$ cat src/rtl/mem_stage_pkg.sv
// Shared pipeline definitions for the memory stage.
// Contents: MEM FSM state encoding, default access timeout, the MEM/WB
// register field layout, and the bubble value loaded on stalled cycles.
package mem_stage_pkg;

  localparam int TIMEOUT_CYCLES_DEFAULT = 255;

  localparam logic [3:0] AVM_BYTEENABLE = 4'hF;

  typedef enum logic [1:0] {
    ST_IDLE    = 2'd0,
    ST_RD_REQ  = 2'd1,
    ST_RD_WAIT = 2'd2,
    ST_WR_REQ  = 2'd3
  } mem_state_e;

  typedef struct packed {
    logic        mem_to_reg;
    logic        reg_write;
    logic [31:0] read_data;
    logic [31:0] alu_result;
    logic [4:0]  write_reg;
  } mem_wb_t;

  // A bubble never writes the register file.
  localparam mem_wb_t MEM_WB_BUBBLE = '{
    mem_to_reg: 1'b0,
    reg_write:  1'b0,
    read_data:  32'd0,
    alu_result: 32'd0,
    write_reg:  5'd0
  };

endpackage

$ cat src/rtl/mem_stage_if.sv
// Avalon-MM style data bus between the memory stage (master) and memory (slave).
// Handshake: a command (avm_read or avm_write) is held stable with its address
// and data until a cycle in which avm_waitrequest=0; that cycle accepts it.
// Read data returns later on any cycle with avm_readdatavalid=1.
// Signals: avm_address/avm_writedata/avm_byteenable/avm_read/avm_write from the
// master; avm_readdata/avm_waitrequest/avm_readdatavalid from the slave.
interface mem_stage_if;
  logic [31:0] avm_address;
  logic        avm_read;
  logic        avm_write;
  logic [31:0] avm_writedata;
  logic [3:0]  avm_byteenable;
  logic [31:0] avm_readdata;
  logic        avm_waitrequest;
  logic        avm_readdatavalid;

  modport master (
    output avm_address, avm_read, avm_write, avm_writedata, avm_byteenable,
    input  avm_readdata, avm_waitrequest, avm_readdatavalid
  );

  modport slave (
    input  avm_address, avm_read, avm_write, avm_writedata, avm_byteenable,
    output avm_readdata, avm_waitrequest, avm_readdatavalid
  );
endinterface

$ cat src/rtl/MEM_WB_Register.sv
// MEM/WB pipeline register.
// Ports: clk, rst (async, active-high), load_bubble (load the bubble value
// instead of d), d (next MEM/WB fields), q (current MEM/WB fields).
module MEM_WB_Register
  import mem_stage_pkg::*;
(
  input  logic    clk,
  input  logic    rst,
  input  logic    load_bubble,
  input  mem_wb_t d,
  output mem_wb_t q
);

  always_ff @(posedge clk or posedge rst) begin
    if (rst) begin
      q <= MEM_WB_BUBBLE;
    end else if (load_bubble) begin
      q <= MEM_WB_BUBBLE;
    end else begin
      q <= d;
    end
  end

endmodule

$ cat src/rtl/mem_stage.sv
// Pipeline memory stage: turns EX/MEM loads and stores into bus accesses,
// stalls the front of the pipe while an access is outstanding, and feeds the
// MEM/WB register.
// Ports: clk, rst; EX_MEM_* control/data from EX/MEM; avm (bus master);
// MEM_Stall freeze request; MEM_WB_* register outputs; MEM_Data forwarding
// value; MEM_BusError sticky error flag; dbg_state current FSM state.
module mem_stage
  import mem_stage_pkg::*;
#(
  parameter int TIMEOUT_CYCLES = TIMEOUT_CYCLES_DEFAULT
) (
  input  logic               clk,
  input  logic               rst,
  input  logic               EX_MEM_MemToReg,
  input  logic               EX_MEM_RegWrite,
  input  logic               EX_MEM_MemRead,
  input  logic               EX_MEM_MemWrite,
  input  logic [31:0]        EX_MEM_ALUResult,
  input  logic [31:0]        EX_MEM_WriteData,
  input  logic [4:0]         EX_MEM_WriteReg,
  mem_stage_if.master        avm,
  output logic               MEM_Stall,
  output logic               MEM_WB_MemToReg,
  output logic               MEM_WB_RegWrite,
  output logic [31:0]        MEM_WB_ReadData,
  output logic [31:0]        MEM_WB_ALUResult,
  output logic [4:0]         MEM_WB_WriteReg,
  output logic [31:0]        MEM_Data,
  output logic               MEM_BusError,
  output mem_state_e         dbg_state
);

  mem_state_e  state;
  logic [7:0]  tmo_cnt;
  logic [31:0] acc_addr;
  logic [31:0] acc_wdata;
  logic        acc_mem_to_reg;
  logic        acc_reg_write;
  logic [4:0]  acc_write_reg;
  logic        bus_error;

  logic        mem_req;
  logic        tmo;
  logic        rd_done;
  logic        nat_done;
  logic        force_done;
  logic        complete;
  logic        stall;
  mem_wb_t     wb_d;
  mem_wb_t     wb_q;

  always_comb begin
    mem_req  = EX_MEM_MemRead | EX_MEM_MemWrite;
    // Timeout fires in the TIMEOUT_CYCLES-th non-IDLE cycle of an access.
    tmo      = (state != ST_IDLE) && (tmo_cnt == 8'(TIMEOUT_CYCLES - 1));
    rd_done  = (state == ST_RD_WAIT) && avm.avm_readdatavalid;
    // A write only counts as accepted while the command is still driven.
    nat_done = rd_done || ((state == ST_WR_REQ) && !avm.avm_waitrequest && !tmo);
    force_done = tmo && !nat_done;
    complete = nat_done || force_done;
    stall    = (state == ST_IDLE) ? mem_req : !complete;

    wb_d = MEM_WB_BUBBLE;
    if (state == ST_IDLE) begin
      wb_d.mem_to_reg = EX_MEM_MemToReg;
      wb_d.reg_write  = EX_MEM_RegWrite;
      wb_d.alu_result = EX_MEM_ALUResult;
      wb_d.write_reg  = EX_MEM_WriteReg;
    end else begin
      wb_d.mem_to_reg = acc_mem_to_reg;
      wb_d.reg_write  = acc_reg_write;
      wb_d.alu_result = acc_addr;
      wb_d.write_reg  = acc_write_reg;
      wb_d.read_data  = rd_done ? avm.avm_readdata : 32'd0;
    end
  end

  always_ff @(posedge clk or posedge rst) begin
    if (rst) begin
      state          <= ST_IDLE;
      tmo_cnt        <= 8'd0;
      acc_addr       <= 32'd0;
      acc_wdata      <= 32'd0;
      acc_mem_to_reg <= 1'b0;
      acc_reg_write  <= 1'b0;
      acc_write_reg  <= 5'd0;
      bus_error      <= 1'b0;
    end else begin
      if (state != ST_IDLE) begin
        tmo_cnt <= tmo_cnt + 8'd1;
      end
      case (state)
        ST_IDLE: begin
          if (mem_req) begin
            acc_addr       <= {EX_MEM_ALUResult[31:2], 2'b00};
            acc_wdata      <= EX_MEM_WriteData;
            acc_mem_to_reg <= EX_MEM_MemToReg;
            acc_reg_write  <= EX_MEM_RegWrite;
            acc_write_reg  <= EX_MEM_WriteReg;
            tmo_cnt        <= 8'd0;
            // A simultaneous read and write is serviced as a write.
            state <= EX_MEM_MemWrite ? ST_WR_REQ : ST_RD_REQ;
            if (EX_MEM_MemRead && EX_MEM_MemWrite) begin
              bus_error <= 1'b1;
            end
          end
        end
        ST_RD_REQ: begin
          if (tmo) begin
            state <= ST_IDLE;
          end else if (!avm.avm_waitrequest) begin
            state <= ST_RD_WAIT;
          end
        end
        ST_RD_WAIT, ST_WR_REQ: begin
          if (complete) begin
            state <= ST_IDLE;
          end
        end
        default: state <= ST_IDLE;
      endcase
      if (force_done) begin
        bus_error <= 1'b1;
      end
    end
  end

  MEM_WB_Register u_mem_wb (
    .clk         (clk),
    .rst         (rst),
    .load_bubble (stall),
    .d           (wb_d),
    .q           (wb_q)
  );

  // Commands are decoded from registered state; a timeout drops them at once.
  assign avm.avm_address    = acc_addr;
  assign avm.avm_read       = (state == ST_RD_REQ) && !tmo;
  assign avm.avm_write      = (state == ST_WR_REQ) && !tmo;
  assign avm.avm_writedata  = acc_wdata;
  assign avm.avm_byteenable = AVM_BYTEENABLE;

  assign MEM_Stall        = stall && !rst;
  assign MEM_WB_MemToReg  = wb_q.mem_to_reg;
  assign MEM_WB_RegWrite  = wb_q.reg_write;
  assign MEM_WB_ReadData  = wb_q.read_data;
  assign MEM_WB_ALUResult = wb_q.alu_result;
  assign MEM_WB_WriteReg  = wb_q.write_reg;
  assign MEM_Data         = wb_q.mem_to_reg ? wb_q.read_data : wb_q.alu_result;
  assign MEM_BusError     = bus_error;
  assign dbg_state        = state;

endmodule

$ cat src/flat_wrapper.sv
// flat-port wrapper written by rule: the top's interface ports become plain ports
module mem_stage_flat import mem_stage_pkg::*;
#(
  parameter int TIMEOUT_CYCLES = TIMEOUT_CYCLES_DEFAULT
)
  (clk, rst, EX_MEM_MemToReg, EX_MEM_RegWrite, EX_MEM_MemRead, EX_MEM_MemWrite, EX_MEM_ALUResult, EX_MEM_WriteData, EX_MEM_WriteReg, MEM_Stall, MEM_WB_MemToReg, MEM_WB_RegWrite, MEM_WB_ReadData, MEM_WB_ALUResult, MEM_WB_WriteReg, MEM_Data, MEM_BusError, dbg_state, avm_avm_address, avm_avm_read, avm_avm_write, avm_avm_writedata, avm_avm_byteenable, avm_avm_readdata, avm_avm_waitrequest, avm_avm_readdatavalid);
  mem_stage_if avm_i ();
  input  logic clk;
  input  logic rst;
  input  logic EX_MEM_MemToReg;
  input  logic EX_MEM_RegWrite;
  input  logic EX_MEM_MemRead;
  input  logic EX_MEM_MemWrite;
  input  logic [31:0] EX_MEM_ALUResult;
  input  logic [31:0] EX_MEM_WriteData;
  input  logic [4:0] EX_MEM_WriteReg;
  output logic MEM_Stall;
  output logic MEM_WB_MemToReg;
  output logic MEM_WB_RegWrite;
  output logic [31:0] MEM_WB_ReadData;
  output logic [31:0] MEM_WB_ALUResult;
  output logic [4:0] MEM_WB_WriteReg;
  output logic [31:0] MEM_Data;
  output logic MEM_BusError;
  output mem_state_e dbg_state;
  output wire logic [$bits(avm_i.avm_address)-1:0] avm_avm_address;
  output wire logic [$bits(avm_i.avm_read)-1:0] avm_avm_read;
  output wire logic [$bits(avm_i.avm_write)-1:0] avm_avm_write;
  output wire logic [$bits(avm_i.avm_writedata)-1:0] avm_avm_writedata;
  output wire logic [$bits(avm_i.avm_byteenable)-1:0] avm_avm_byteenable;
  input wire logic [$bits(avm_i.avm_readdata)-1:0] avm_avm_readdata;
  input wire logic [$bits(avm_i.avm_waitrequest)-1:0] avm_avm_waitrequest;
  input wire logic [$bits(avm_i.avm_readdatavalid)-1:0] avm_avm_readdatavalid;
  assign avm_avm_address = avm_i.avm_address;
  assign avm_avm_read = avm_i.avm_read;
  assign avm_avm_write = avm_i.avm_write;
  assign avm_avm_writedata = avm_i.avm_writedata;
  assign avm_avm_byteenable = avm_i.avm_byteenable;
  assign avm_i.avm_readdata = avm_avm_readdata;
  assign avm_i.avm_waitrequest = avm_avm_waitrequest;
  assign avm_i.avm_readdatavalid = avm_avm_readdatavalid;
  mem_stage #(.TIMEOUT_CYCLES(TIMEOUT_CYCLES)) u_core (.clk(clk), .rst(rst), .EX_MEM_MemToReg(EX_MEM_MemToReg), .EX_MEM_RegWrite(EX_MEM_RegWrite), .EX_MEM_MemRead(EX_MEM_MemRead), .EX_MEM_MemWrite(EX_MEM_MemWrite), .EX_MEM_ALUResult(EX_MEM_ALUResult), .EX_MEM_WriteData(EX_MEM_WriteData), .EX_MEM_WriteReg(EX_MEM_WriteReg), .avm(avm_i), .MEM_Stall(MEM_Stall), .MEM_WB_MemToReg(MEM_WB_MemToReg), .MEM_WB_RegWrite(MEM_WB_RegWrite), .MEM_WB_ReadData(MEM_WB_ReadData), .MEM_WB_ALUResult(MEM_WB_ALUResult), .MEM_WB_WriteReg(MEM_WB_WriteReg), .MEM_Data(MEM_Data), .MEM_BusError(MEM_BusError), .dbg_state(dbg_state));
endmodule
$ cat config.mk
export PLATFORM = sky130hd
export DESIGN_NAME = mem_stage_flat
export DESIGN_NICKNAME = d
export VERILOG_FILES = /design/src/rtl/mem_stage_pkg.sv /design/src/rtl/mem_stage_if.sv /design/src/rtl/MEM_WB_Register.sv /design/src/rtl/mem_stage.sv /design/src/flat_wrapper.sv
export SDC_FILE = /design/constraint.sdc
export NUM_CORES = 1
export LEC_CHECK = 0
export CAP_MARGIN = 10
export CORE_MARGIN = 5
export CORE_UTILIZATION = 37
export DETAILED_ROUTE_END_ITERATION = 10
export PLACE_DENSITY = 0.76
export SYNTH_ARGS = -nofsm -noshare
export SYNTH_HDL_FRONTEND = slang
export SYNTH_SLANG_ARGS = --single-unit
$ cat constraint.sdc
create_clock -name clk -period 5.3 [get_ports clk]
set_clock_uncertainty 0.1 [all_clocks]
set_input_delay 1.06 -clock clk [delete_from_list [all_inputs] [get_ports clk]]
set_output_delay 1.06 -clock clk [all_outputs]
set_load 0.01 [all_outputs]
# Word-level counts from Yosys, hierarchy flattened
# Index checks and enable logic that the tools add are counted.
[totals]
rom_bits = 0
ram_bits = 0
latchBits = 0
out_inout_bits = 177
register_bits = 151
inputBits = 109
memories = 0
[classes]
shift = 0
div_mod_pow = 0
reduce_logical = 25
n_mux = 20
n_bitwise = 1
eq_ne = 7
multipliers = 0
add_sub_neg = 1
order_cmp = 0
[op_table]
columns = ["op", "count"]
rows = [
  ["32-bit 2-to-1 mux", 3],
  ["71-bit 2-to-1 mux", 1],
  ["37-bit 2-to-1 mux", 1],
  ["8-bit 2-to-1 mux", 3],
  ["2-bit 2-to-1 mux", 6],
  ["1-bit logical AND", 9],
  ["8-bit by 1-bit adder with 8-bit output (second input constant)", 1],
  ["8-bit equality test (second input constant)", 1],
  ["2-bit nonzero test", 4],
  ["2-bit one-hot mux with 3 select lines", 1],
  ["3-bit AND reduction", 2],
  ["1-bit zero test", 5],
  ["1-bit 2-to-1 mux", 5],
  ["2-bit equality test (second input constant)", 2],
  ["2-bit by 1-bit != test with 1-bit output (second input constant)", 2],
  ["3-bit by 2-bit != test with 1-bit output (second input constant)", 1],
  ["2-bit by 1-bit equality test with 1-bit output (second input constant)", 1],
  ["2-bit zero test", 1],
  ["1-bit logical OR", 2],
  ["2-bit AND reduction", 1],
  ["2-bit OR reduction", 1],
  ["1-bit OR", 1],
]

# Longest topological paths before layout
# Gate-level depths: netlist of run 1.
[depth]
depth_word = 11
depth_mapped = 6
depth_no_buf = 5

# Hierarchy
# A second synthesis of run 1 with hierarchy kept.
[hier_totals]
cells_unflattened = 563
hier_area_um2 = 6640.1
[modules_own_cells]
columns = ["module", "cells_each", "instances", "area_each_um2", "seq_area_each_um2"]
rows = [
  ["mem_stage", 413, 1, 4380.5, 2001.9],
  ["MEM_WB_Register", 150, 1, 2259.7, 1776.7],
]

# Least setup slack after synthesis of run 1
# No wires, ideal clock.
[synth_timing]
kind = "input to output"
from = "input EX_MEM_MemWrite"
to = "output MEM_Stall"
arrival_time_ns = 1.611
n_path_buf = 0
required_time_ns = 4.140
cell_stages = 3
slack_ns = 2.529
path_cell_list = "or3_1 a21oi_1 nor4_1"
[synth_between]
elab_chain_cells = 3
[synth_rtl]
columns = ["item", "line_no", "rtl"]
rows = [
  ["start: declaration", "flat_wrapper.sv:13", "input logic EX_MEM_MemWrite;"],
  ["1-bit OR", "mem_stage.sv:53", "mem_req = EX_MEM_MemRead | EX_MEM_MemWrite;"],
  ["1-bit 2-to-1 mux", "mem_stage.sv:61", "stall = (state == ST_IDLE) ? mem_req : !complete;"],
  ["1-bit logical AND", "mem_stage.sv:143", "assign MEM_Stall = stall && !rst;"],
  ["end: declaration", "flat_wrapper.sv:17", "output logic MEM_Stall;"],
]
# No other way between the ends.

# Final worst setup path of run 1
# Same ends and word-level chain as after synthesis.

==> results of run 1 <==
==> critical path, delay by kind of cell <==
| family | cells | cell delay (ns) |
|---|---|---|
| buffers and inverters | 2 | 1.23 |
| AND/OR/NAND/NOR | 2 | 0.45 |
| AO/OA/AOI/OAI | 1 | 0.06 |
==> power breakdown <==
group,internal (mW),switching (mW)
registers,1.60,0.309
logic,1.38,0.962
clock network,0.785,0.463
==> cell type report <==
cell class	count	area share, %
inverter	3	0.168
tap	216	2.80
sequential	151	39.1
multi-input combinational	233	21.8
clock inverter	13	1.87
timing repair buffer	287	29.7
clock buffer	19	4.48
==> logic make-up after synthesis <==
logic type,count (synthesis)
adder cells (fa/ha/maj),2
AO/OA/AOI/OAI,58
flip-flops,151
XOR/XNOR,2
AND/OR/NAND/NOR,62
multiplexers,103
other,2
buffers and inverters,33
==> layer usage <==
layer / global-route usage (%) / vias up / part of all wire, %
met1: 19.9 / 2174 / 38
met2: 31.0 / 227 / 51
met3: 7.07 / 31 / 8.7
met5: 0 / - / 0
met4: 6.92 / 0 / 2.0
li1: - / 2021 / -
==> metrics by stage <==
| step | hold slack, ns | std cells |
|---|---|---|
| after detailed placement | 0.368 | 890 |
| after global placement | 0.366 | 889 |
| after CTS | 0.382 | 922 |
| final | 0.381 | 922 |
| after floorplan | 0.359 | 417 |
| after global routing | 0.396 | 922 |
==> worst max-delay path by stage <==
stage                     from                  end  depth (start not counted)
2_1_floorplan              rst  u_core.MEM_BusError                          1
5_1_grt        EX_MEM_MemWrite            MEM_Stall                          5
3_3_place_gp   EX_MEM_MemWrite            MEM_Stall                          5
6_report       EX_MEM_MemWrite            MEM_Stall                          5
3_5_place_dp   EX_MEM_MemWrite            MEM_Stall                          5
4_1_cts        EX_MEM_MemWrite            MEM_Stall                          5
==> synthesized netlist by cell type (all sizes together) <==
library cell	n
o2111ai	1
ha	2
nor2	6
o41ai	1
o21ai	9
o22ai	1
o211ai	1
o32ai	1
conb	2
nor3	2
or3	2
inv	3
nand4	3
buf	21
a21oi	4
mux2i	2
or2	1
mux2	101
o31ai	1
dfrtp	151
xnor2	2
and3b	2
clkbuf	9
a22o	37
and3	1
a31oi	1
o221ai	1
nor3b	2
nand2	6
nor4	2
and2	35
==> results.toml, run 1 <==
[final_layout]
area_growth_pct = 58.9
fin_nets = 804
fin_util_pct = 60.4
nFillCells = 1288
fin_area_sq_um = 9660
multiInputGateArea_sq_um = 2110
drive_above_1_share_pct = 8.78
largest_reg_flops = 71
largest-register = "u_core.u_mem_wb.q"
final_cell_mix = "clkdlybuf4s50_1, dfrtp_1, mux2_1, a22o_1, and2_1"
layout_commonest_cell = "clkdlybuf4s50_1"
seqCellArea_sq_um = 3780
antenna_cells = 0

[critical_path]
rr_startpoint = "u_core.dbg_state[0]"
cp-start-kind = "primary input"
path_class = "primary input to output pin"
r2r_slack_ns = 2.63
cp_cell_sequence = "clkdlybuf4s50_1, or3_1, a21oi_1, nor4_1, clkdlybuf4s50_1"
crit_path_frequent_cell = "clkdlybuf4s50_1"
r2r-end = "u_core.avm.avm_writedata[25]"
critPathArrivalTime_ns = 2.80
max_stage_delay_ns = 0.62
critPathCaptureType = "output pin"
path_max_fanout = 5
critPathRequiredTime_ns = 4.14
ff2ff_path_depth = 4
crit_path_top_delay_cell = "clkdlybuf4s50_1"

[grt]
grt_usage_pct = 17.9
grt_max_degree = 84
grt_pass1_vias = 4934
grt_first_pass_wirelength_um = 27400
grt_antenna_before_repair = 0
gr-total-overflow = 0

[timing]
maxSlewViolCount = 0
slew_headroom_pct = 40.9
fmax_mhz = 252
fin_ws_ns = 1.34
finalCriticalPeriod_ns = 3.96
period_share_pct = 74.8
setup_viol = 0
rsz0062_at_grt = "false"
fin_tns_setup_ns = 0
hold_viol_final = 0
tightest_slew_ns = 0.886

[placement]
gp_congestion = 0.810
dp_hpwl_um = 12800
placed_cell_area_sq_um = 9040
port_buffers = 279
post-place-ws_ns = 1.33

[die]
rows = 46
die_w_um = 138
die_h_um = 138
die_area_sq_um = 19100
ios = 286
start_util_pct = 38.0
core_region_area_sq_um = 16000

[yosys]
syn_avg_cell_area_sq_um = 14.7
syn-instance-count = 413
synthMuxAreaShare_pct = 19.0
synth_fa_ha_area_share_pct = 0.412
synth_compound_area_share_pct = 7.74
synthTopCellsByArea = "dfrtp_1, mux2_1, a22o_1"
synth_cell_type_count = 40
netlist_area_sq_um = 6080
yosys_warnings = 0
synth-xor-area-share_pct = 0.288
synth-seq-area-share_pct = 62.2
synth_top_family_by_area = "multiplexers"
yosys.area_share.simple_pct = 6.63
post-synth-top-area-cell = "dfrtp_1"
synth-seq-cells = 151
synth_top_area_share_pct = 62.2

[power]
max-vdd-ir-drop_mv = 0.315
power_density_nw_per_um2 = 570
p_total_mw = 5.50
power_leakage_nw = 4.16

[drt]
ant_nets = 0
drc = 0
drt-pass1-iter-count = 4
num_vias = 4453
vias_per_cell = 4.83
initialDrtViolationCount = 232
wire_per_inst_um = 18.4
drt-total-wl_um = 16900

[clocking]
worstSkewPairLatency_ns = 0.41
clkTransAtPathRegs_ns = 0.06
tritoncts = "yes"
postCtsSetupBuffers = 0
cts_sinks = 151
cts_hold_buf = 0
cts-root-buf = "clkbuf_16"
cts_buffers = 17
htreeDepth = 4
cts_resized = 0
ctsLongestPathBuffers = 2

[hold_path]
hold_class = "register to register"
min_to = "u_core.u_mem_wb.q[69]"
min-delay-start = "u_core.acc_reg_write"
holdPathStages = 1

[run_status]
outcome = "completed"

[run]
maxCapViolations = 0
Note: power is estimated with default switching activity, not from simulation.
==> run 2, diff against run 1 <==
==> constraint.sdc (replaced) <==
create_clock -name clk -period 3.6 [get_ports clk]
set_clock_uncertainty 0.1 [all_clocks]
set_input_delay 0.72 -clock clk [delete_from_list [all_inputs] [get_ports clk]]
set_output_delay 0.72 -clock clk [all_outputs]
set_load 0.01 [all_outputs]
==> results.toml, run 2 (synthesis gave the netlist of run 1 again) <==
[run_status]
outcome = "completed"

[clocking]
worstSkewPairLatency_ns = 0.41
tritoncts = "yes"
cts_buffers = 17
postCtsSetupBuffers = 0
cts_hold_buf = 0
cts_sinks = 151
clkTransAtPathRegs_ns = 0.06
htreeDepth = 4
cts-root-buf = "clkbuf_16"
cts_resized = 0
ctsLongestPathBuffers = 2

[die]
start_util_pct = 38.0
die_w_um = 138
rows = 46
core_region_area_sq_um = 16000
die_area_sq_um = 19100
die_h_um = 138
ios = 286

[critical_path]
path_class = "primary input to output pin"
crit_start = "EX_MEM_MemWrite"
critPathCaptureType = "output pin"
rr_startpoint = "u_core.dbg_state[0]"
critPathArrivalTime_ns = 2.36
max_stage_delay_ns = 0.60
path_max_fanout = 5
crit_path_top_delay_cell = "clkdlybuf4s50_1"
critPathRequiredTime_ns = 2.78
r2r-end = "u_core.u_mem_wb.q[25]"
r2r_slack_ns = 1.27
cp-start-kind = "primary input"
crit_path_frequent_cell = "clkdlybuf4s50_1"
cp_cell_sequence = "clkdlybuf4s50_1, or3_1, a21oi_1, nor4_1, clkdlybuf4s50_1"
ff2ff_path_depth = 4

[timing]
slew_headroom_pct = 38.3
hold_ws_ns = 0.374
fmax_mhz = 315
fin_tns_setup_ns = 0
finalCriticalPeriod_ns = 3.18
period_share_pct = 88.3
setup_viol = 0
tightest_slew_ns = 0.926
rsz0062_at_grt = "false"
fin_ws_ns = 0.421
hold_viol_final = 0
maxSlewViolCount = 0

[final_layout]
largest-register = "u_core.u_mem_wb.q"
area_growth_pct = 58.6
layout_commonest_cell = "clkdlybuf4s50_1"
largest_reg_flops = 71
final_cell_mix = "clkdlybuf4s50_1, dfrtp_1, mux2_1, a22o_1, and2_1"
fin_cells = 923
fin_util_pct = 60.3
antenna_cells = 0
nFillCells = 1299
drive_above_1_share_pct = 8.91
fin_area_sq_um = 9640
fin_nets = 805

[drt]
ant_nets = 0
initialDrtViolationCount = 180
drt-total-wl_um = 16900
drc = 0
drt-pass1-iter-count = 5
vias_per_cell = 4.87
num_vias = 4492
wire_per_inst_um = 18.4

[grt]
grt_usage_pct = 17.8
grt_pass1_vias = 5069
gr-total-overflow = 0
grt_max_degree = 120
grt_antenna_before_repair = 0
grt_first_pass_wirelength_um = 27500

[power]
max-vdd-ir-drop_mv = 0.451
p_total_mw = 8.01
power_leakage_nw = 4.16
power_density_nw_per_um2 = 831

[placement]
dp_hpwl_um = 12600
placed_cell_area_sq_um = 9060
port_buffers = 279
post-place-ws_ns = 0.421
dp_cells = 891
gp_congestion = 0.775

[hold_path]
min_to = "u_core.MEM_BusError"
min-delay-start = "u_core.MEM_BusError"
hold_class = "register to register"
holdPathStages = 2

[run]
maxCapViolations = 0
-- run 2: cell count changes in the layout (fill, tap and decap cells not counted) --
cell / previous run / this run
buf_12: 0 / 2
inv_6: 1 / 0
clkinv_2: 4 / 3
clkbuf_8: 0 / 2
clkinv_4: 2 / 4
bufinv_16: 4 / 2
buf_16: 1 / 0
-- run 2: worst max-delay path by stage --
stage,endpoint,cells after the start
finish,MEM_Stall,5
global route,avm_avm_write,6
CTS,avm_avm_write,6
detailed placement,MEM_Stall,5
global placement,MEM_Stall,5
floorplan,u_core.MEM_BusError,1
-- run 2: where the power goes --
part | switching, mW | internal [mW]
combinational | 1.43 | 2.04
sequential | 0.438 | 2.36
clock | 0.685 | 1.06
-- run 2: layer usage --
| metal | up-vias | global-route usage [%] | part of all wire (%) |
|---|---|---|---|
| met1 | 2232 | 19.7 | 38 |
| met2 | 200 | 30.8 | 51 |
| li1 | 2028 | - | - |
| met5 | - | 0 | 0 |
| met3 | 32 | 7.17 | 8.5 |
| met4 | 0 | 6.81 | 2.5 |
-- run 2: worst max-delay path, delay by kind of cell --
family,cells,cell delay [ns]
buffers and inverters,2,1.19
AND/OR/NAND/NOR,2,0.39
AO/OA/AOI/OAI,1,0.06
-- run 2: area by class of cell --
class / count / area (sq um) / area share, %
clock buffer: 21 / 460 / 4.78
clock inverter: 11 / 125 / 1.30
inverter: 3 / 15.0 / 0.156
multi-input combinational: 233 / 2110 / 21.9
sequential: 151 / 3780 / 39.2
tap: 216 / 270 / 2.80
timing repair buffer: 288 / 2890 / 29.9
